===== src/rtl/sha3_bus_pkg.sv =====
// Shared definitions for the SHA3 bus fetch path: beat geometry, burst length width, fetch FSM states.
package sha3_bus_pkg;

    localparam int BEAT_BYTES     = 16;
    localparam int WORDS_PER_BEAT = 2;
    localparam int BUS_LEN_W      = 8;
    localparam int BEAT_ALIGN_W   = $clog2(BEAT_BYTES);

    typedef enum logic [2:0] {
        ST_IDLE,
        ST_FLUSH,
        ST_CHECK,
        ST_REQ,
        ST_DATA,
        ST_SETTLE,
        ST_DONE
    } fetch_state_e;

endpackage


===== src/rtl/sha3_fifo_space_chk.sv =====
// Combinational check that the bus FIFO has room for a whole burst (two 64-bit words per beat).
module sha3_fifo_space_chk
    import sha3_bus_pkg::*;
#(
    parameter int FIFO_DEPTH = 32,
    parameter int MAX_BEATS  = 8
) (
    input  logic [$clog2(FIFO_DEPTH):0] fifo_level,
    input  logic [$clog2(MAX_BEATS):0]  beats,
    output logic                        space_ok
);

    logic [31:0] level_w;
    logic [31:0] free_w;
    logic [31:0] need_w;

    always_comb begin
        level_w  = 32'(fifo_level);
        // A level above depth can only be a glitch on the FIFO side; treat it as full.
        free_w   = (level_w >= 32'(FIFO_DEPTH)) ? 32'd0 : 32'(FIFO_DEPTH) - level_w;
        need_w   = 32'(beats) * 32'(WORDS_PER_BEAT);
        space_ok = (free_w >= need_w);
    end

endmodule


===== src/rtl/sha3_burst_fetch_ctrl.sv =====
// Splits a SHA3 message fetch into bus read bursts that always fit in the bus FIFO.
// Optional macro SHA3_FETCH_PERF_EN adds saturating stall-cycle and burst counters.
//
// state  | meaning
// IDLE   | waiting for start
// FLUSH  | one-cycle FIFO sync reset
// CHECK  | pick next burst size, wait for FIFO room
// REQ    | burst request held until bus_ack
// DATA   | receiving beats, forwarding to FIFO
// SETTLE | let fifo_level catch up with last write
// DONE   | one-cycle completion pulse
module sha3_burst_fetch_ctrl
    import sha3_bus_pkg::*;
#(
    parameter int FIFO_DEPTH = 32,
    parameter int MAX_BEATS  = 8,
    parameter int ADDR_W     = 32
) (
    input  logic                        clk,
    input  logic                        rst_n,
    input  logic                        start,
    input  logic [ADDR_W-1:0]           base_addr,
    input  logic [15:0]                 len_beats,
    input  logic                        abort,
    output logic                        busy,
    output logic                        done,
    output logic                        err,
    output logic                        bus_req,
    output logic [ADDR_W-1:0]           bus_addr,
    output logic [BUS_LEN_W-1:0]        bus_len,
    input  logic                        bus_ack,
    input  logic                        bus_rvalid,
    input  logic [127:0]                bus_rdata,
    input  logic                        bus_rlast,
    output logic                        fifo_flush,
    output logic                        fifo_wr_en,
    output logic [127:0]                fifo_wr_data,
    input  logic [$clog2(FIFO_DEPTH):0] fifo_level
`ifdef SHA3_FETCH_PERF_EN
    ,
    output logic [31:0]                 perf_stall_cyc,
    output logic [15:0]                 perf_bursts
`endif
);

    localparam int BEATS_W = $clog2(MAX_BEATS) + 1;

    fetch_state_e       state_q, state_d;
    logic [ADDR_W-1:0]  addr_q, addr_d;
    logic [15:0]        rem_q, rem_d;
    logic [BEATS_W-1:0] beats_q, beats_d;
    logic [BEATS_W-1:0] cnt_q, cnt_d;
    logic               err_q, err_d;
    logic               perr_q, perr_d;
    logic               wr_en_q, wr_en_d;
    logic [127:0]       wr_data_q, wr_data_d;

    logic [BEATS_W-1:0] beats_c;
    logic               space_ok;
    logic               beat_err;

    assign beats_c = (rem_q >= 16'(MAX_BEATS)) ? BEATS_W'(MAX_BEATS) : BEATS_W'(rem_q);

    sha3_fifo_space_chk #(
        .FIFO_DEPTH (FIFO_DEPTH),
        .MAX_BEATS  (MAX_BEATS)
    ) u_space_chk (
        .fifo_level (fifo_level),
        .beats      (beats_c),
        .space_ok   (space_ok)
    );

    always_comb begin
        state_d   = state_q;
        addr_d    = addr_q;
        rem_d     = rem_q;
        beats_d   = beats_q;
        cnt_d     = cnt_q;
        err_d     = err_q;
        perr_d    = perr_q;
        wr_en_d   = 1'b0;
        wr_data_d = wr_data_q;
        beat_err  = 1'b0;

        case (state_q)
            ST_IDLE: begin
                if (start) begin
                    err_d  = 1'b0;
                    addr_d = base_addr;
                    rem_d  = len_beats;
                    if (base_addr[BEAT_ALIGN_W-1:0] != '0) begin
                        err_d   = 1'b1;
                        state_d = ST_DONE;
                    end else begin
                        state_d = ST_FLUSH;
                    end
                end
            end
            ST_FLUSH: state_d = ST_CHECK;
            ST_CHECK: begin
                if (rem_q == 16'd0 || abort) begin
                    state_d = ST_DONE;
                end else if (space_ok) begin
                    beats_d = beats_c;
                    state_d = ST_REQ;
                end
            end
            ST_REQ: begin
                if (bus_ack) begin
                    cnt_d   = beats_q;
                    perr_d  = 1'b0;
                    state_d = ST_DATA;
                end
            end
            ST_DATA: begin
                if (bus_rvalid) begin
                    // Beats past the expected count are dropped so the FIFO can never overflow.
                    if (cnt_q == '0) begin
                        beat_err = 1'b1;
                    end else begin
                        wr_en_d   = 1'b1;
                        wr_data_d = bus_rdata;
                        cnt_d     = cnt_q - 1'b1;
                        if (bus_rlast && cnt_q != BEATS_W'(1)) begin
                            beat_err = 1'b1;
                        end
                    end
                    perr_d = perr_q | beat_err;
                    if (beat_err) begin
                        err_d = 1'b1;
                    end
                    if (bus_rlast) begin
                        if (perr_q || beat_err) begin
                            state_d = ST_DONE;
                        end else begin
                            addr_d  = addr_q + ADDR_W'(beats_q) * ADDR_W'(BEAT_BYTES);
                            rem_d   = rem_q - 16'(beats_q);
                            state_d = ST_SETTLE;
                        end
                    end
                end
            end
            ST_SETTLE: state_d = ST_CHECK;
            ST_DONE:   state_d = ST_IDLE;
            default:   state_d = ST_IDLE;
        endcase
    end

    always_ff @(posedge clk or negedge rst_n) begin
        if (!rst_n) begin
            state_q   <= ST_IDLE;
            addr_q    <= '0;
            rem_q     <= '0;
            beats_q   <= '0;
            cnt_q     <= '0;
            err_q     <= 1'b0;
            perr_q    <= 1'b0;
            wr_en_q   <= 1'b0;
            wr_data_q <= '0;
        end else begin
            state_q   <= state_d;
            addr_q    <= addr_d;
            rem_q     <= rem_d;
            beats_q   <= beats_d;
            cnt_q     <= cnt_d;
            err_q     <= err_d;
            perr_q    <= perr_d;
            wr_en_q   <= wr_en_d;
            wr_data_q <= wr_data_d;
        end
    end

    assign busy         = (state_q != ST_IDLE);
    assign done         = (state_q == ST_DONE);
    assign err          = err_q;
    assign bus_req      = (state_q == ST_REQ);
    assign bus_addr     = bus_req ? addr_q : '0;
    assign bus_len      = bus_req ? (BUS_LEN_W'(beats_q) - BUS_LEN_W'(1)) : '0;
    assign fifo_flush   = (state_q == ST_FLUSH);
    assign fifo_wr_en   = wr_en_q;
    assign fifo_wr_data = wr_data_q;

`ifdef SHA3_FETCH_PERF_EN
    logic [31:0] stall_q, stall_d;
    logic [15:0] bursts_q, bursts_d;
    logic        stall_c;

    assign stall_c = (state_q == ST_CHECK) && (rem_q != 16'd0) && !abort && !space_ok;

    always_comb begin
        stall_d  = stall_q;
        bursts_d = bursts_q;
        if (state_q == ST_IDLE && start) begin
            stall_d  = '0;
            bursts_d = '0;
        end else begin
            if (stall_c && stall_q != '1) begin
                stall_d = stall_q + 32'd1;
            end
            if (state_q == ST_REQ && bus_ack && bursts_q != '1) begin
                bursts_d = bursts_q + 16'd1;
            end
        end
    end

    always_ff @(posedge clk or negedge rst_n) begin
        if (!rst_n) begin
            stall_q  <= '0;
            bursts_q <= '0;
        end else begin
            stall_q  <= stall_d;
            bursts_q <= bursts_d;
        end
    end

    assign perf_stall_cyc = stall_q;
    assign perf_bursts    = bursts_q;
`endif

endmodule

===== config.mk =====
export PLATFORM = sky130hd
export DESIGN_NAME = sha3_burst_fetch_ctrl
export DESIGN_NICKNAME = d
export VERILOG_FILES = /design/src/rtl/sha3_bus_pkg.sv /design/src/rtl/sha3_fifo_space_chk.sv /design/src/rtl/sha3_burst_fetch_ctrl.sv
export SDC_FILE = /design/constraint.sdc
export NUM_CORES = 1
export LEC_CHECK = 0
export ABC_CLOCK_PERIOD_IN_PS = 3200
export CORE_AREA = 2 2 156 158
export DETAILED_ROUTE_END_ITERATION = 16
export DIE_AREA = 0 0 158 160
export PLACE_DENSITY = 0.74
export SETUP_SLACK_MARGIN = 0.05
export SYNTH_ARGS = -nofsm -noshare
export SYNTH_HDL_FRONTEND = slang
export SYNTH_HIERARCHICAL = 1
export SYNTH_SLANG_ARGS = --single-unit
export TNS_END_PERCENT = 100

===== constraint.sdc =====
create_clock -name clk -period 3.2 [get_ports clk]
set_clock_uncertainty 0.1 [all_clocks]
set_input_delay 0.96 -clock clk [delete_from_list [all_inputs] [get_ports clk]]
set_output_delay 0.96 -clock clk [all_outputs]
set_load 0.05 [all_outputs]

# After elaboration in Yosys (flattened, before gate mapping)
# Cells that the tools add are included.
# Widths: inputs -> output; s select.
# totals
word_cells,95
reg_bits,190
# classes
n_bitwise,3
n_addsub,5
reduce_logical,18
mux,42
order_cmp,3
eq_ne,15
# op_table
op,n
$mux 32,6
$mux 16,4
$pmux 32 s2,1
$add 32x8->32,1
$ge 32x5->1,1
$pmux 16 s2,1
$mux 3,7
$ge 16x4->1 const B,1
$logic_not 16->1,1
$mux 4,4
$sub 16x4->16,1
$pmux 3 s5,1
$mux 1,13
$ne 2x2->1 const B,6
$reduce_and 5->1,2
$eq 3x3->1 const B,3
$reduce_and 3->1,3
$mux 8,1
$pmux 4 s2,1
$reduce_and 4->1,2
$sub 6x6->7 const A,1
$eq 3x2->1 const B,2
$ge 6x6->1 const B,1
$sub 4x1->5 const B,1
other kinds (17),21

# Logic depth before layout (Yosys ltp)
# Gate-level depths: netlist of the first run.
# logic_depth
ltp_word,11
depth_mapped,11
ltp_nobuf,11

# Modules after synthesis
# Netlist of the first run, hierarchy kept.
# modules_own_cells
module,area_per_inst_um2,cells_per_inst,seq_area_each_um2,instances
sha3_burst_fetch_ctrl,9126.3,795,4754.6,1
sha3_fifo_space_chk,224.0,31,0.0,1

# Worst setup path before layout of the first run
# Ideal clock, no wire load.
# synth_timing
path_type,input -> register
start,in fifo_level[3]
end,reg beats_q[0]
setup_time_ns,0.125
t_arrival_ns,3.047
stages,8
path_buffers,0
setup_slack_ns,-0.072
path_cell_list,or4_4 o32ai_1 ha_1 o21ai_0 nand2b_1 a311o_2 o211ai_2 mux2_2
# synth_via
elab_chain_len,4
# synth_lines
element,line,source
"start, declared",sha3_burst_fetch_ctrl.sv:38,input logic [$clog2(FIFO_DEPTH):0] fifo_level
$sub 6x6->7 or $ge 6x6->1 (tied branches),sha3_fifo_space_chk.sv:20,free_w = (level_w >= 32'(FIFO_DEPTH)) ? 32'd0 : 32'(FIFO_DEPTH) - level_w;
$mux 32 (*),sha3_fifo_space_chk.sv:20,
$ge 32x5->1 (*),sha3_fifo_space_chk.sv:22,space_ok = (free_w >= need_w);
named net space_ok,sha3_burst_fetch_ctrl.sv:59,logic space_ok;
$reduce_and 3->1 (no line) (*),n/a,
"end signal, assigned",sha3_burst_fetch_ctrl.sv:164,beats_q <= beats_d;
"end, declared",sha3_burst_fetch_ctrl.sv:51,"logic [BEATS_W-1:0] beats_q, beats_d;"
# The timed path passes the listed nets; every way through them passes the cells marked *.
# A chain may end at the register's enable or synchronous reset.

# Worst setup path after layout of the first run
# layout_timing
start,in fifo_level[1]
end,reg beats_q[1]
# Same word-level chain as after synthesis.

==> results of run 1 <==
## final cells by class
cell class | count | area share, %
Antenna cell | 2 | 0.03431
Clock buffer | 17 | 2.917
Clock inverter | 15 | 1.313
Inverter | 26 | 0.6691
Multi-Input combinational cell | 561 | 29.57
Sequential cell | 190 | 32.62
Tap cell | 324 | 2.779
Timing Repair Buffer | 396 | 30.10
## layer usage
metal / vias up / GRT usage (%) / wire length (um)
met1: 3862 / 25.05 / 10300
met3: 48 / 6.703 / 2273
met5: - / 0 / 0
met2: 348 / 37.15 / 13960
met4: 0 / 8.231 / 851
li1: 3755 / - / -
## state kept, by name, indices dropped and copies added, names as in the netlist
signal / cells
fifo_wr_data: 128
addr_q: 32
rem_q: 16
beats_q: 4
cnt_q: 4
state_q: 3
err: 1
fifo_wr_en: 1
perr_q: 1
## cell usage in the layout (no fill, tap or decap), types with 5 or more instances in the layout
cell,n
sky130_fd_sc_hd__o21a_1,8
sky130_fd_sc_hd__o21ai_1,6
sky130_fd_sc_hd__a31oi_1,9
sky130_fd_sc_hd__a2bb2oi_1,9
sky130_fd_sc_hd__buf_12,49
sky130_fd_sc_hd__inv_6,6
sky130_fd_sc_hd__clkbuf_16,17
sky130_fd_sc_hd__nand2_1,34
sky130_fd_sc_hd__a21oi_1,41
sky130_fd_sc_hd__nor2_1,60
sky130_fd_sc_hd__and3_1,12
sky130_fd_sc_hd__and2_1,32
sky130_fd_sc_hd__o22ai_1,16
sky130_fd_sc_hd__o22a_1,6
sky130_fd_sc_hd__a211oi_1,7
sky130_fd_sc_hd__inv_1,26
sky130_fd_sc_hd__ha_1,16
sky130_fd_sc_hd__nor2b_1,7
sky130_fd_sc_hd__nand3_1,9
sky130_fd_sc_hd__clkdlybuf4s50_1,313
sky130_fd_sc_hd__nor3_1,20
sky130_fd_sc_hd__nand4_1,9
sky130_fd_sc_hd__o21ai_0,25
sky130_fd_sc_hd__dfrtp_1,188
sky130_fd_sc_hd__or3_1,5
sky130_fd_sc_hd__o2bb2ai_1,6
sky130_fd_sc_hd__mux2_2,132
sky130_fd_sc_hd__buf_4,24
sky130_fd_sc_hd__a22oi_1,9
## worst max-delay path, cell delays in order
cell and delay, ns:
sky130_fd_sc_hd__clkdlybuf4s15_1 0.18, sky130_fd_sc_hd__or4_4 0.56, sky130_fd_sc_hd__buf_6 0.14, sky130_fd_sc_hd__nand2_1 0.06, sky130_fd_sc_hd__nor2_1 0.05, sky130_fd_sc_hd__ha_1 0.27
sky130_fd_sc_hd__o21ai_1 0.08, sky130_fd_sc_hd__nand2b_1 0.07, sky130_fd_sc_hd__a311o_2 0.43, sky130_fd_sc_hd__o211ai_4 0.13, sky130_fd_sc_hd__mux2_4 0.32
## what timing repair did
action	CTS	global route
hold buffers	0	0
pin swaps	7	7
resized for setup	13	11
setup endpoints to repair	12	14
buffers inserted	1	0
## through the flow
step / worst slack [ns] / setup TNS [ns] / utilization (%)
after detailed placement: -0.6378 / -4.296 / 58.47
final: 0.1431 / 0 / 61.23
after global placement: -0.5397 / -3.562 / 58.47
after floorplan: -0.02289 / -0.07694 / -
after global routing: 0.05154 / 0 / 61.23
after CTS: 0.04671 / 0 / 61.14
## logic make-up (layout without fill, tap and decap cells)
kind of cell	after synthesis	count (layout)	synth area share [%]
xor gates and xnor gates	4	4	0.3748
DFF	190	190	50.85
buffers and inverters	75	454	3.814
muxes	137	137	16.47
adders and majority gates	19	19	2.703
and+or+nand+nor	224	224	13.07
AOI/OAI and AO/OA	177	177	12.71
other	0	2	0
## how the worst min path moves through the flow
stage / slack, ns / cells after the start / end / from
2_1_floorplan: 0.37 / 2 / addr_q[6] / addr_q[6]
3_3_place_gp: 0.38 / 1 / err / err
3_5_place_dp: 0.38 / 1 / err / err
4_1_cts: 0.39 / 1 / addr_q[28] / rst_n
5_1_grt: 0.41 / 1 / addr_q[28] / rst_n
6_report: 0.38 / 1 / addr_q[28] / rst_n
## synthesized netlist by cell type (8+ instances only)
library cell | number | area (sq um)
sky130_fd_sc_hd__a22oi_1 | 9 | 67.56
sky130_fd_sc_hd__buf_2 | 21 | 105.1
sky130_fd_sc_hd__inv_1 | 26 | 97.59
sky130_fd_sc_hd__nand4_1 | 9 | 56.30
sky130_fd_sc_hd__a2bb2oi_1 | 9 | 78.83
sky130_fd_sc_hd__and2_1 | 32 | 200.2
sky130_fd_sc_hd__clkbuf_1 | 19 | 71.32
sky130_fd_sc_hd__ha_1 | 17 | 212.7
sky130_fd_sc_hd__o22ai_1 | 16 | 100.1
sky130_fd_sc_hd__nand2_1 | 34 | 127.6
sky130_fd_sc_hd__o21ai_0 | 28 | 140.1
sky130_fd_sc_hd__nand3_1 | 9 | 45.04
sky130_fd_sc_hd__dfrtp_1 | 190 | 4755
sky130_fd_sc_hd__nor3_1 | 20 | 100.1
sky130_fd_sc_hd__a21oi_1 | 42 | 210.2
sky130_fd_sc_hd__a31oi_1 | 9 | 56.30
sky130_fd_sc_hd__o21a_1 | 8 | 60.06
sky130_fd_sc_hd__nor2_1 | 60 | 225.2
sky130_fd_sc_hd__and3_1 | 12 | 75.07
sky130_fd_sc_hd__mux2_2 | 135 | 1520
## power by group through the flow
stage | registers, mW | clock network, mW | logic [mW]
final | 4.41 | 2.23 | 8.49
after global routing | 4.59 | 2.37 | 8.93
after CTS | 4.41 | 2.29 | 8.53
after detailed placement | 4.44 | 0 | 8.51
after global placement | 4.37 | 0 | 8.41
after floorplan | 7.17 | 0 | 2.74
==> parameters.txt, run 1 <==
Parameter                              Value

Status
  Result of the run ... finished, final reports clean

Setup path
  Worst reg2reg path depth ... 10
  Endpoint of the lowest-slack register-to-register path ... beats_q[1]
  Worst path required time ... 3.41 ns
  Worst setup startpoint ... fifo_level[1]
  Worst reg2reg startpoint ... rem_q[10]
  CP Launch Type ... input pin
  Endpoint of the worst setup timing path ... beats_q[1]
  Critical path type ... input pin to flop
  Worst-path fanout max ... 5
  Minimum setup slack among reg-to-reg paths ... 0.28 ns
  CP Data Arrival Time ... 3.27 ns
  Critical path endpoint category ... flop

Power and ir drop
  Flop pwr share ... 29.1%
  Clock power share ... 14.8%
  Worst VDD drop ... 0.6989 mV
  Internal Power ... 7.993 mW
  Total power divided by cell area ... 1038 nW/um^2
  Switching Fraction ... 47.18%
  Switching Power ... 7.140 mW
  Tot Pwr ... 15.13 mW
  Static power due to leakage ... 6.007 nW
  Combinational group share of total power ... 56.1%

Placement
  Number of port buffers ... 362
  Cell area after placement ... 13930 sq um
  GPL Wtd Cong ... 0.9042
  Total half-perimeter wirelength after legalization and detailed placement ... 20.38 mm
  Number of placed instances, taps included ... 1496

Synthesis
  Syn Area/Cell ... 11.32 sq um
  Synth Net Count ... 1034
  Netlist cell types ... 72
  Synth Register Bits ... 190
  Share of synthesized registers carrying an async set or reset ... 100.0%
  Total standard cell area after synthesis ... 9350 sq um
  Number of instances in the synthesized netlist ... 826
  Sequential cell area fraction in the yosys report ... 50.85%
  Count of flip-flops with a built-in enable after synthesis ... 0
  Yosys Warn Count ... 6
  Predominant post-synthesis flop cell ... sky130_fd_sc_hd__dfrtp_1

Floorplanning
  Floorplan die height ... 160 um
  DIE WIDTH ... 158 um
  Floorplan die area ... 25280 sq um
  Starting density of the core ... 39.25%
  Area of the core ... 23820 sq um
  Num ports ... 363
  Std cell rows ... 57

Clock tree
  Maximum buffer depth of the clock tree ... 2
  Root buffer selected by CTS ... sky130_fd_sc_hd__clkbuf_16
  Clock tree from TritonCTS ... built
  Clock Latency Late Sink ... 0.43 ns
  Clock slew seen by the registers of the worst setup and hold paths ... 0.08 ns
  CTS Buf Count ... 17
  H-tree Lvls ... 4
  Clock sink count ... 190

Global routing
  Pin count of the biggest net entering global routing ... 62
  Global-route wire length before repair ... 43.05 mm
  Number of global-route vias before repair ... 8231
  Overall fraction of global-route tracks in use ... 21.59%
  GRT overflow ... 0
  Number of antenna violations at the first check in global routing ... 2

STA
  Minimum clock period after layout ... 3.057 ns
  Share of the cycle needed by the critical path after routing ... 95.53%
  Unrepaired setup endpoints after global routing ... false
  Worst-case hold slack ... 0.3838 ns
  Count of final max-slew check failures ... 0
  Final setup violating endpoints ... 0
  Maximum clock rate ... 0.3271 GHz
  Slew at the pin closest to its max-slew limit ... 0.6225 ns
  Relative max-transition margin ... 58.12%
  Fin. Hold Viols ... 0

Finish
  P&R area growth vs syn ... 55.99%
  Post-route insts no fill ... 1531
  Fin nets ... 1400
  Area used by sequential logic in the layout ... 4757 sq um
  Share of post-route cells with drive strength above 1 ... 22.57%
  Fillers ... 1979
  Area of all placed cells without fillers ... 14590 sq um
  Total area of multi-input combinational cells ... 4313 sq um

Detailed routing
  Average wire length per cell after detail routing ... 17.89 um
  DR DRC count ... 0
  Detailed Route WL ... 27.39 mm
  Violation count after the first detailed-routing iteration ... 398
  Number of vias per cell after detailed routing ... 5.234
  Drt first pass iters ... 5
  Vias ... 8013
  Final antenna-violating net count ... 0

Run
  Number of maximum-capacitance constraint violations ... 0

Hold path
  Path category of the worst min-delay check ... input pin to asynchronous set/reset pin
(Power assumes the default switching activity.)
==> run 2, diff against run 1 <==
--- a/config.mk
+++ b/config.mk
@@ -6,10 +6,12 @@
 export NUM_CORES = 1
 export LEC_CHECK = 0
 export ABC_CLOCK_PERIOD_IN_PS = 3200
-export CORE_AREA = 2 2 156 158
+export CELL_PAD_IN_SITES_DETAIL_PLACEMENT = 0
+export CELL_PAD_IN_SITES_GLOBAL_PLACEMENT = 2
+export CORE_AREA = 2 2 190 192
 export DETAILED_ROUTE_END_ITERATION = 16
-export DIE_AREA = 0 0 158 160
-export PLACE_DENSITY = 0.74
+export DIE_AREA = 0 0 192 194
+export PLACE_DENSITY_LB_ADDON = 0.1
 export SETUP_SLACK_MARGIN = 0.05
 export SYNTH_ARGS = -nofsm -noshare
 export SYNTH_HDL_FRONTEND = slang
==> run 2 against run 1 <==
Register-to-register slack improved by 0.02 ns. Flip-flop and latch count unchanged. Critical path depth down 2. Largest cell class unchanged. Highest routed layer unchanged.
==> parameters.txt, run 2 (synthesis gave the netlist of run 1 again) <==
Parameter                              Value

Detailed routing
  Number of vias per cell after detailed routing ... 4.673 (was 5.234)
  Violation count after the first detailed-routing iteration ... 221 (was 398)
  Drt first pass iters ... 4 (was 5)
  Final antenna-violating net count ... 0 (unchanged)
  DR DRC count ... 0 (unchanged)
  Detailed Route WL ... 32.74 mm (was 27.39 mm)
  Average wire length per cell after detail routing ... 19.53 um (was 17.89 um)
  Vias ... 7832 (was 8013)

STA
  Relative max-transition margin ... 52.74% (was 58.12%)
  Slew at the pin closest to its max-slew limit ... 0.7089 ns (was 0.6225 ns)
  Final setup violating endpoints ... 0 (unchanged)
  Minimum clock period after layout ... 3.054 ns (was 3.057 ns)
  Fin. Hold Viols ... 0 (unchanged)
  Count of final max-slew check failures ... 0 (unchanged)
  Unrepaired setup endpoints after global routing ... false (unchanged)
  Final-layout setup total negative slack ... 0 ns (unchanged)
  Maximum clock rate ... 0.3275 GHz (was 0.3271 GHz)
  Share of the cycle needed by the critical path after routing ... 95.42% (was 95.53%)

Setup path
  CP Data Arrival Time ... 3.28 ns (was 3.27 ns)
  Minimum setup slack among reg-to-reg paths ... 0.30 ns (was 0.28 ns)
  Critical path endpoint category ... flop (unchanged)
  Worst path required time ... 3.43 ns (was 3.41 ns)
  Worst path top cell family by delay ... compound AO/OA/AOI/OAI gates (was simple AND/OR/NAND/NOR gates)
  Critical path type ... input pin to flop (unchanged)
  Worst reg2reg startpoint ... rem_q[9] (was rem_q[10])
  Worst-path fanout max ... 5 (unchanged)
  CP Launch Type ... input pin (unchanged)
  Endpoint of the lowest-slack register-to-register path ... beats_q[2] (was beats_q[1])
  Worst reg2reg path depth ... 10 (unchanged)
  Cells traversed along the worst timing path ... dlygate4sd2_1 -> or4_4 -> o32ai_4 -> ha_1 -> o21ai_1 -> nand2b_1 -> a311o_2 -> o211ai_4 -> mux2_4 (was clkdlybuf4s15_1 -> or4_4 -> buf_6 -> nand2_1 -> nor2_1 -> ha_1 -> o21ai_1 -> nand2b_1 -> a311o_2 -> o211ai_4 -> mux2_4)
  Combined buffer and inverter count along the critical path ... 1 (was 2)
  Worst stage delay on the critical path ... 0.53 ns (was 0.56 ns)
  Slowest cell on the critical path ... sky130_fd_sc_hd__or4_4 (unchanged)

Clock tree
  Clock slew seen by the registers of the worst setup and hold paths ... 0.07 ns (was 0.08 ns)
  CTS Buf Count ... 17 (unchanged)
  Number of setup buffers added after CTS ... 0 (was 1)
  Clock tree from TritonCTS ... built (unchanged)
  # hold bufs at CTS ... 0 (unchanged)
  H-tree Lvls ... 4 (unchanged)
  Maximum buffer depth of the clock tree ... 2 (unchanged)
  Root buffer selected by CTS ... sky130_fd_sc_hd__clkbuf_16 (unchanged)
  Clock sink count ... 190 (unchanged)
  Clock Latency Late Sink ... 0.44 ns (was 0.43 ns)

Global routing
  Met1 Usage GRT ... 22.18% (was 25.05%)
  Global-route wire length before repair ... 50.74 mm (was 43.05 mm)
  Number of antenna violations at the first check in global routing ... 1 (was 2)
  Number of global-route vias before repair ... 8417 (was 8231)
  Met2 Track Usage GR ... 29.96% (was 37.15%)
  Pin count of the biggest net entering global routing ... 73 (was 62)
  GRT overflow ... 0 (unchanged)
  Overall fraction of global-route tracks in use ... 17.97% (was 21.59%)
  Met3 routing resource usage after global routing ... 7.276% (was 6.703%)
  Busiest layer in global routing ... met2 (unchanged)

Placement
  GPL Wtd Cong ... 0.7374 (was 0.9042)
  Number of port buffers ... 362 (unchanged)
  Number of placed instances, taps included ... 1643 (was 1496)
  Cell area after placement ... 14210 sq um (was 13930 sq um)
  Total half-perimeter wirelength after legalization and detailed placement ... 24.63 mm (was 20.38 mm)

Floorplanning
  Starting density of the core ... 26.55% (was 39.25%)
  Num ports ... 363 (unchanged)
  Std cell rows ... 69 (was 57)
  Floorplan die height ... 194 um (was 160 um)
  Area of the core ... 35220 sq um (was 23820 sq um)
  Floorplan die area ... 37250 sq um (was 25280 sq um)
  DIE WIDTH ... 192 um (was 158 um)

Power and ir drop
  Tot Pwr ... 15.17 mW (was 15.13 mW)
  Static power due to leakage ... 6.029 nW (was 6.007 nW)
  Total power divided by cell area ... 1023 nW/um^2 (was 1038 nW/um^2)
  Worst VDD drop ... 0.8206 mV (was 0.6989 mV)

Hold path
  Worst hold path endpoint ... addr_q[2]
  Launch instance of the worst min-delay path ... addr_q[2]
  Path category of the worst min-delay check ... flop to flop (was input pin to asynchronous set/reset pin)
  Depth of the worst hold-timing path ... 1

Finish
  Commonest non-fill, non-tap cell in the layout ... sky130_fd_sc_hd__clkdlybuf4s50_1 (unchanged)
  Flip-flop count of the largest register, all copies and words added ... 128 (unchanged)
  Top library cells by usage in the layout, fill and taps aside ... sky130_fd_sc_hd__clkdlybuf4s50_1, sky130_fd_sc_hd__dfrtp_1, sky130_fd_sc_hd__mux2_2 (unchanged)
  Area of all placed cells without fillers ... 14830 sq um (was 14590 sq um)
  Post-route insts no fill ... 1676 (was 1531)
  Fin nets ... 1409 (was 1400)
  Share of post-route cells with drive strength above 1 ... 22.98% (was 22.57%)
  P&R area growth vs syn ... 58.61% (was 55.99%)

Run
  Number of maximum-capacitance constraint violations ... 0 (unchanged)

Status
  Result of the run ... finished, final reports clean (unchanged)
-- run 2: changes by cell type in the layout (fill, tap and decap cells not counted), sizes merged --
cell	change
buf	+11
inv	-8
dlygate4sd2	-2
clkbuf	+4
clkinvlp	+3
diode	-1
clkdlybuf4s50	+1
-- run 2: worst max path at each step --
| stage | start | endpoint | slack [ns] | cells past startpoint |
|---|---|---|---|---|
| final | fifo_level[1] | beats_q[2] | 0.15 | 9 |
| after global routing | fifo_level[1] | state_q[1] | 0.03 | 10 |
| after global placement | fifo_level[3] | beats_q[2] | -0.58 | 10 |
| after detailed placement | fifo_level[3] | beats_q[2] | -0.58 | 10 |
| after floorplan | fifo_level[3] | beats_q[0] | -0.02 | 9 |
| after CTS | state_q[0] | bus_addr[31] | 0.06 | 6 |
-- run 2: timing repair --
| item | in CTS | in global routing |
|---|---|---|
| gates cloned | 0 | 0 |
| pin swaps | 6 | 6 |
| resized for setup | 7 | 11 |
| setup endpoints to repair | 7 | 15 |
-- run 2: cell type report --
cell class	instances	area, sq um
Multi-Input combinational cell	561	4344
Clock buffer	22	474.2
Sequential cell	190	4755
Fill cell	3431	20390
Antenna cell	1	2.502
Inverter	26	97.59
Tap cell	461	576.8
Timing Repair Buffer	405	4494
Clock inverter	10	86.33
-- run 2: routing by layer --
metal / wire length [um] / vias up
met1: 13770 / 3839
met4: 179 / 0
met2: 16020 / 227
met5: 0 / -
li1: - / 3756
met3: 2770 / 10
-- run 2: metrics by stage --
stage | hold slack (ns) | utilization, % | setup WS [ns]
2_1_floorplan | 0.3697 | - | -0.02289
3_3_place_gp | 0.3745 | 40.34 | -0.5802
3_5_place_dp | 0.3845 | 40.34 | -0.5803
4_1_cts | 0.4012 | 41.93 | 0.05779
5_1_grt | 0.4131 | 42.10 | 0.03297
6_report | 0.3989 | 42.10 | 0.1465
-- run 2: where the power goes --
| part | internal [mW] | switching, mW | leakage (nW) |
|---|---|---|---|
| clock | 1.13 | 0.968 | 0.272 |
| combinational | 3.36 | 5.35 | 3.50 |
| sequential | 3.57 | 0.786 | 2.25 |
==> run 3, diff against run 2 <==
--- a/config.mk
+++ b/config.mk
@@ -8,13 +8,12 @@
 export ABC_CLOCK_PERIOD_IN_PS = 3200
 export CELL_PAD_IN_SITES_DETAIL_PLACEMENT = 0
 export CELL_PAD_IN_SITES_GLOBAL_PLACEMENT = 2
-export CORE_AREA = 2 2 190 192
+export CORE_AREA = 2 2 189 191
 export DETAILED_ROUTE_END_ITERATION = 16
-export DIE_AREA = 0 0 192 194
+export DIE_AREA = 0 0 191 193
 export PLACE_DENSITY_LB_ADDON = 0.1
 export SETUP_SLACK_MARGIN = 0.05
 export SYNTH_ARGS = -nofsm -noshare
 export SYNTH_HDL_FRONTEND = slang
-export SYNTH_HIERARCHICAL = 1
 export SYNTH_SLANG_ARGS = --single-unit
 export TNS_END_PERCENT = 100
==> run 3 against run 2 <==
Wire length rose by 1.1%. Flip-flop and latch count unchanged. Worst hold slack got worse by 0.025 ns. Sequential power about the same. Critical endpoint is now state_q[1].
==> parameters.txt, run 3 <==
Parameter                              Value

Status
  Result of the run ... finished, final reports clean (unchanged)

Detailed routing
  Vias ... 7878 (was 7832)
  Violation count after the first detailed-routing iteration ... 246 (was 221)
  Average wire length per cell after detail routing ... 19.56 um (was 19.53 um)
  DR DRC count ... 0 (unchanged)
  Drt first pass iters ... 4 (unchanged)
  Detailed Route WL ... 33.10 mm (was 32.74 mm)
  Final antenna-violating net count ... 0 (unchanged)
  Number of vias per cell after detailed routing ... 4.656 (was 4.673)

Synthesis
  Synth Register Bits ... 190 (unchanged)
  Post-synth top area cell ... sky130_fd_sc_hd__dfrtp_1 (unchanged)
  Fraction of post-synthesis cell area in the top cell type by area ... 51.18% (was 50.85%)
  Yosys Warn Count ... 0 (was 6)
  Total standard cell area after synthesis ... 9290 sq um (was 9350 sq um)
  List of most frequent post-synthesis cells ... sky130_fd_sc_hd__dfrtp_1, sky130_fd_sc_hd__mux2_2, sky130_fd_sc_hd__nor2_1 (unchanged)
  Syn Area/Cell ... 11.25 sq um (was 11.32 sq um)
  Number of instances in the synthesized netlist ... 826 (unchanged)
  Cell with the most instances after synthesis ... sky130_fd_sc_hd__dfrtp_1 (unchanged)
  Netlist cell types ... 66 (was 72)
  Sequential cell area fraction in the yosys report ... 51.18% (was 50.85%)
  Synth Net Count ... 1034 (unchanged)
  Predominant post-synthesis flop cell ... sky130_fd_sc_hd__dfrtp_1 (unchanged)
  Share of synthesized registers carrying an async set or reset ... 100.0% (unchanged)
  Ranking of synthesized cells by area ... sky130_fd_sc_hd__dfrtp_1, sky130_fd_sc_hd__mux2_2, sky130_fd_sc_hd__a21oi_1, sky130_fd_sc_hd__and2_1, sky130_fd_sc_hd__ha_1 (was sky130_fd_sc_hd__dfrtp_1, sky130_fd_sc_hd__mux2_2, sky130_fd_sc_hd__nor2_1, sky130_fd_sc_hd__ha_1, sky130_fd_sc_hd__a21oi_1)
  Count of flip-flops with a built-in enable after synthesis ... 0 (unchanged)

Setup path
  Worst path required time ... 3.47 ns (was 3.43 ns)
  Combined buffer and inverter count along the critical path ... 1 (unchanged)
  CP Launch Type ... input pin (unchanged)
  CP Data Arrival Time ... 3.40 ns (was 3.28 ns)
  Worst-path fanout max ... 2 (was 5)
  Slowest cell on the critical path ... sky130_fd_sc_hd__or4_4 (unchanged)
  Cells traversed along the worst timing path ... dlygate4sd2_1 -> or4_4 -> or2_4 -> a21oi_2 -> ha_4 -> o21ai_2 -> nand2b_1 -> a311o_1 -> o32ai_4 -> mux2i_1 (was dlygate4sd2_1 -> or4_4 -> o32ai_4 -> ha_1 -> o21ai_1 -> nand2b_1 -> a311o_2 -> o211ai_4 -> mux2_4)
  Critical path endpoint category ... flop (unchanged)
  Worst reg2reg path depth ... 10 (unchanged)
  Critical path type ... input pin to flop (unchanged)
  Worst path top cell family by delay ... compound AO/OA/AOI/OAI gates (unchanged)
  Worst stage delay on the critical path ... 0.48 ns (was 0.53 ns)
  Critical Path Stages ... 10 (was 9)

Placement
  Number of port buffers ... 362 (unchanged)
  Pre-CTS setup slack ... -0.6405 ns (was -0.5803 ns)
  Total half-perimeter wirelength after legalization and detailed placement ... 25.52 mm (was 24.63 mm)
  GPL Wtd Cong ... 0.7651 (was 0.7374)

Clock tree
  Maximum buffer depth of the clock tree ... 2 (unchanged)
  # hold bufs at CTS ... 0 (unchanged)
  Clock slew seen by the registers of the worst setup and hold paths ... 0.08 ns (was 0.07 ns)
  Clock Latency Late Sink ... 0.44 ns (about the same)
  Clock sink count ... 190 (unchanged)
  Clock tree from TritonCTS ... built (unchanged)
  CTS Buf Count ... 17 (unchanged)
  Number of setup buffers added after CTS ... 0 (unchanged)
  H-tree Lvls ... 4 (unchanged)
  Root buffer selected by CTS ... sky130_fd_sc_hd__clkbuf_16 (unchanged)

Global routing
  Number of global-route vias before repair ... 7714 (was 8417)
  Pin count of the biggest net entering global routing ... 63 (was 73)
  Met2 Track Usage GR ... 29.77% (was 29.96%)
  Global-route wire length before repair ... 48.99 mm (was 50.74 mm)
  Number of antenna violations at the first check in global routing ... 2 (was 1)
  GRT overflow ... 0 (unchanged)
  Met1 Usage GRT ... 22.56% (was 22.18%)
  Met3 routing resource usage after global routing ... 4.217% (was 7.276%)
  Overall fraction of global-route tracks in use ... 17.71% (was 17.97%)
  Busiest layer in global routing ... met2 (unchanged)

STA
  Relative max-transition margin ... 49.37% (was 52.74%)
  Smallest setup slack after layout ... 0.06606 ns (was 0.1465 ns)
  Minimum clock period after layout ... 3.134 ns (was 3.054 ns)
  Fin. Hold Viols ... 0 (unchanged)
  Maximum clock rate ... 0.3191 GHz (was 0.3275 GHz)
  Final setup violating endpoints ... 0 (unchanged)
  Count of final max-slew check failures ... 0 (unchanged)
  Final-layout setup total negative slack ... 0 ns (unchanged)
  Slew at the pin closest to its max-slew limit ... 0.7574 ns (was 0.7089 ns)
  Unrepaired setup endpoints after global routing ... true (was false)
  Share of the cycle needed by the critical path after routing ... 97.94% (was 95.42%)

Finish
  Top library cells by usage in the layout, fill and taps aside ... sky130_fd_sc_hd__clkdlybuf4s50_1, sky130_fd_sc_hd__dfrtp_1, sky130_fd_sc_hd__mux2_2 (unchanged)
  Total area of multi-input combinational cells ... 4313 sq um (was 4344 sq um)
  Fillers ... 3412 (was 3431)
  Share of post-route cells with drive strength above 1 ... 24.13% (was 22.98%)
  Flip-flop count of the largest register, all copies and words added ... 128 (unchanged)
  Area used by sequential logic in the layout ... 4755 sq um (unchanged)
  Commonest non-fill, non-tap cell in the layout ... sky130_fd_sc_hd__clkdlybuf4s50_1 (unchanged)
  Antenna Diode Count ... 0 (was 1)
  P&R area growth vs syn ... 60.57% (was 58.61%)
  Fin nets ... 1426 (was 1409)

Power and ir drop
  Total power divided by cell area ... 1069 nW/um^2 (was 1023 nW/um^2)
  Worst VDD drop ... 0.6450 mV (was 0.8206 mV)
  Static power due to leakage ... 6.087 nW (was 6.029 nW)

Floorplanning
  Std cell rows ... 69 (unchanged)
  DIE WIDTH ... 191 um (was 192 um)
  Floorplan die height ... 193 um (was 194 um)
  Floorplan die area ... 36860 sq um (was 37250 sq um)
  Starting density of the core ... 26.57% (was 26.55%)
  Area of the core ... 34960 sq um (was 35220 sq um)
  Num ports ... 363 (unchanged)

Hold path
  Depth of the worst hold-timing path ... 2 (was 1)
  Path category of the worst min-delay check ... flop to flop (unchanged)

Run
  Number of maximum-capacitance constraint violations ... 0 (unchanged)
-- run 3: timing repair --
item | CTS | global route
pin swaps | 10 | 10
endpoints found under the setup margin | 6 | 38
resized for setup | 14 | 8
-- run 3: layout make-up --
type	instances	area share, %
Clock buffer	18	2.944
Clock inverter	14	1.141
Inverter	22	0.5536
Multi-Input combinational cell	564	28.91
Sequential cell	190	31.87
Tap cell	461	3.867
Timing Repair Buffer	423	30.71
-- run 3: worst reg2reg max path, stage by stage, from the launching register on --
cell                       delay [ns]
sky130_fd_sc_hd__dfrtp_1         0.39
sky130_fd_sc_hd__or4_4           0.56
sky130_fd_sc_hd__nor4b_4         0.35
sky130_fd_sc_hd__and3_4          0.30
sky130_fd_sc_hd__nand2_4         0.08
sky130_fd_sc_hd__ha_4            0.21
sky130_fd_sc_hd__o21ai_2         0.10
sky130_fd_sc_hd__nand2b_1        0.06
sky130_fd_sc_hd__a311o_1         0.41
sky130_fd_sc_hd__o32ai_4         0.27
sky130_fd_sc_hd__mux2i_1         0.22
-- run 3: per-stage QoR --
| step | instance area (sq um) | power (mW) | std cells | utilization [%] | hold slack, ns |
|---|---|---|---|---|---|
| finish | 14920 | 15.94 | 1692 | 42.66 | 0.3741 |
| global route | 14920 | 16.88 | 1692 | 42.66 | 0.4032 |
| CTS | 14870 | 16.14 | 1692 | 42.54 | 0.3783 |
| global placement | 14240 | 13.74 | 1660 | 40.73 | 0.3507 |
| detailed placement | 14240 | 13.80 | 1660 | 40.73 | 0.3609 |
| floorplan | 9303 | 10.22 | 826 | - | 0.3374 |
-- run 3: final timing paths --
kind                               start           endpoint  slack, ns
max                        fifo_level[2]         state_q[1]       0.07
max in group asynchronous          rst_n   fifo_wr_data[67]       1.86
min reg2reg                    addr_q[3]          addr_q[3]       0.37
max reg2reg                     rem_q[8]         state_q[1]       0.10
min in group asynchronous          rst_n  fifo_wr_data[106]       0.40
min                            addr_q[3]          addr_q[3]       0.37
-- run 3: per-layer routing --
metal,vias to the layer above,wire length [um]
met3,27,1993
met1,3800,14340
li1,3813,-
met2,234,16230
met4,4,506
met5,-,27
-- run 3: kinds of logic after synthesis --
group	Yosys count	synth area share (%)
DFF	190	51.18
adders and majority gates	19	2.721
buffers and inverters	72	3.367
AOI/OAI and AO/OA	174	12.40
and+or+nand+nor	231	13.58
xor gates and xnor gates	5	0.4715
muxes	135	16.28
-- run 3: power breakdown --
part	internal [mW]	leakage, nW	switching, mW
Sequential	3.59	2.25	0.790
Combinational	3.62	3.54	5.68
Clock	1.20	0.294	1.06
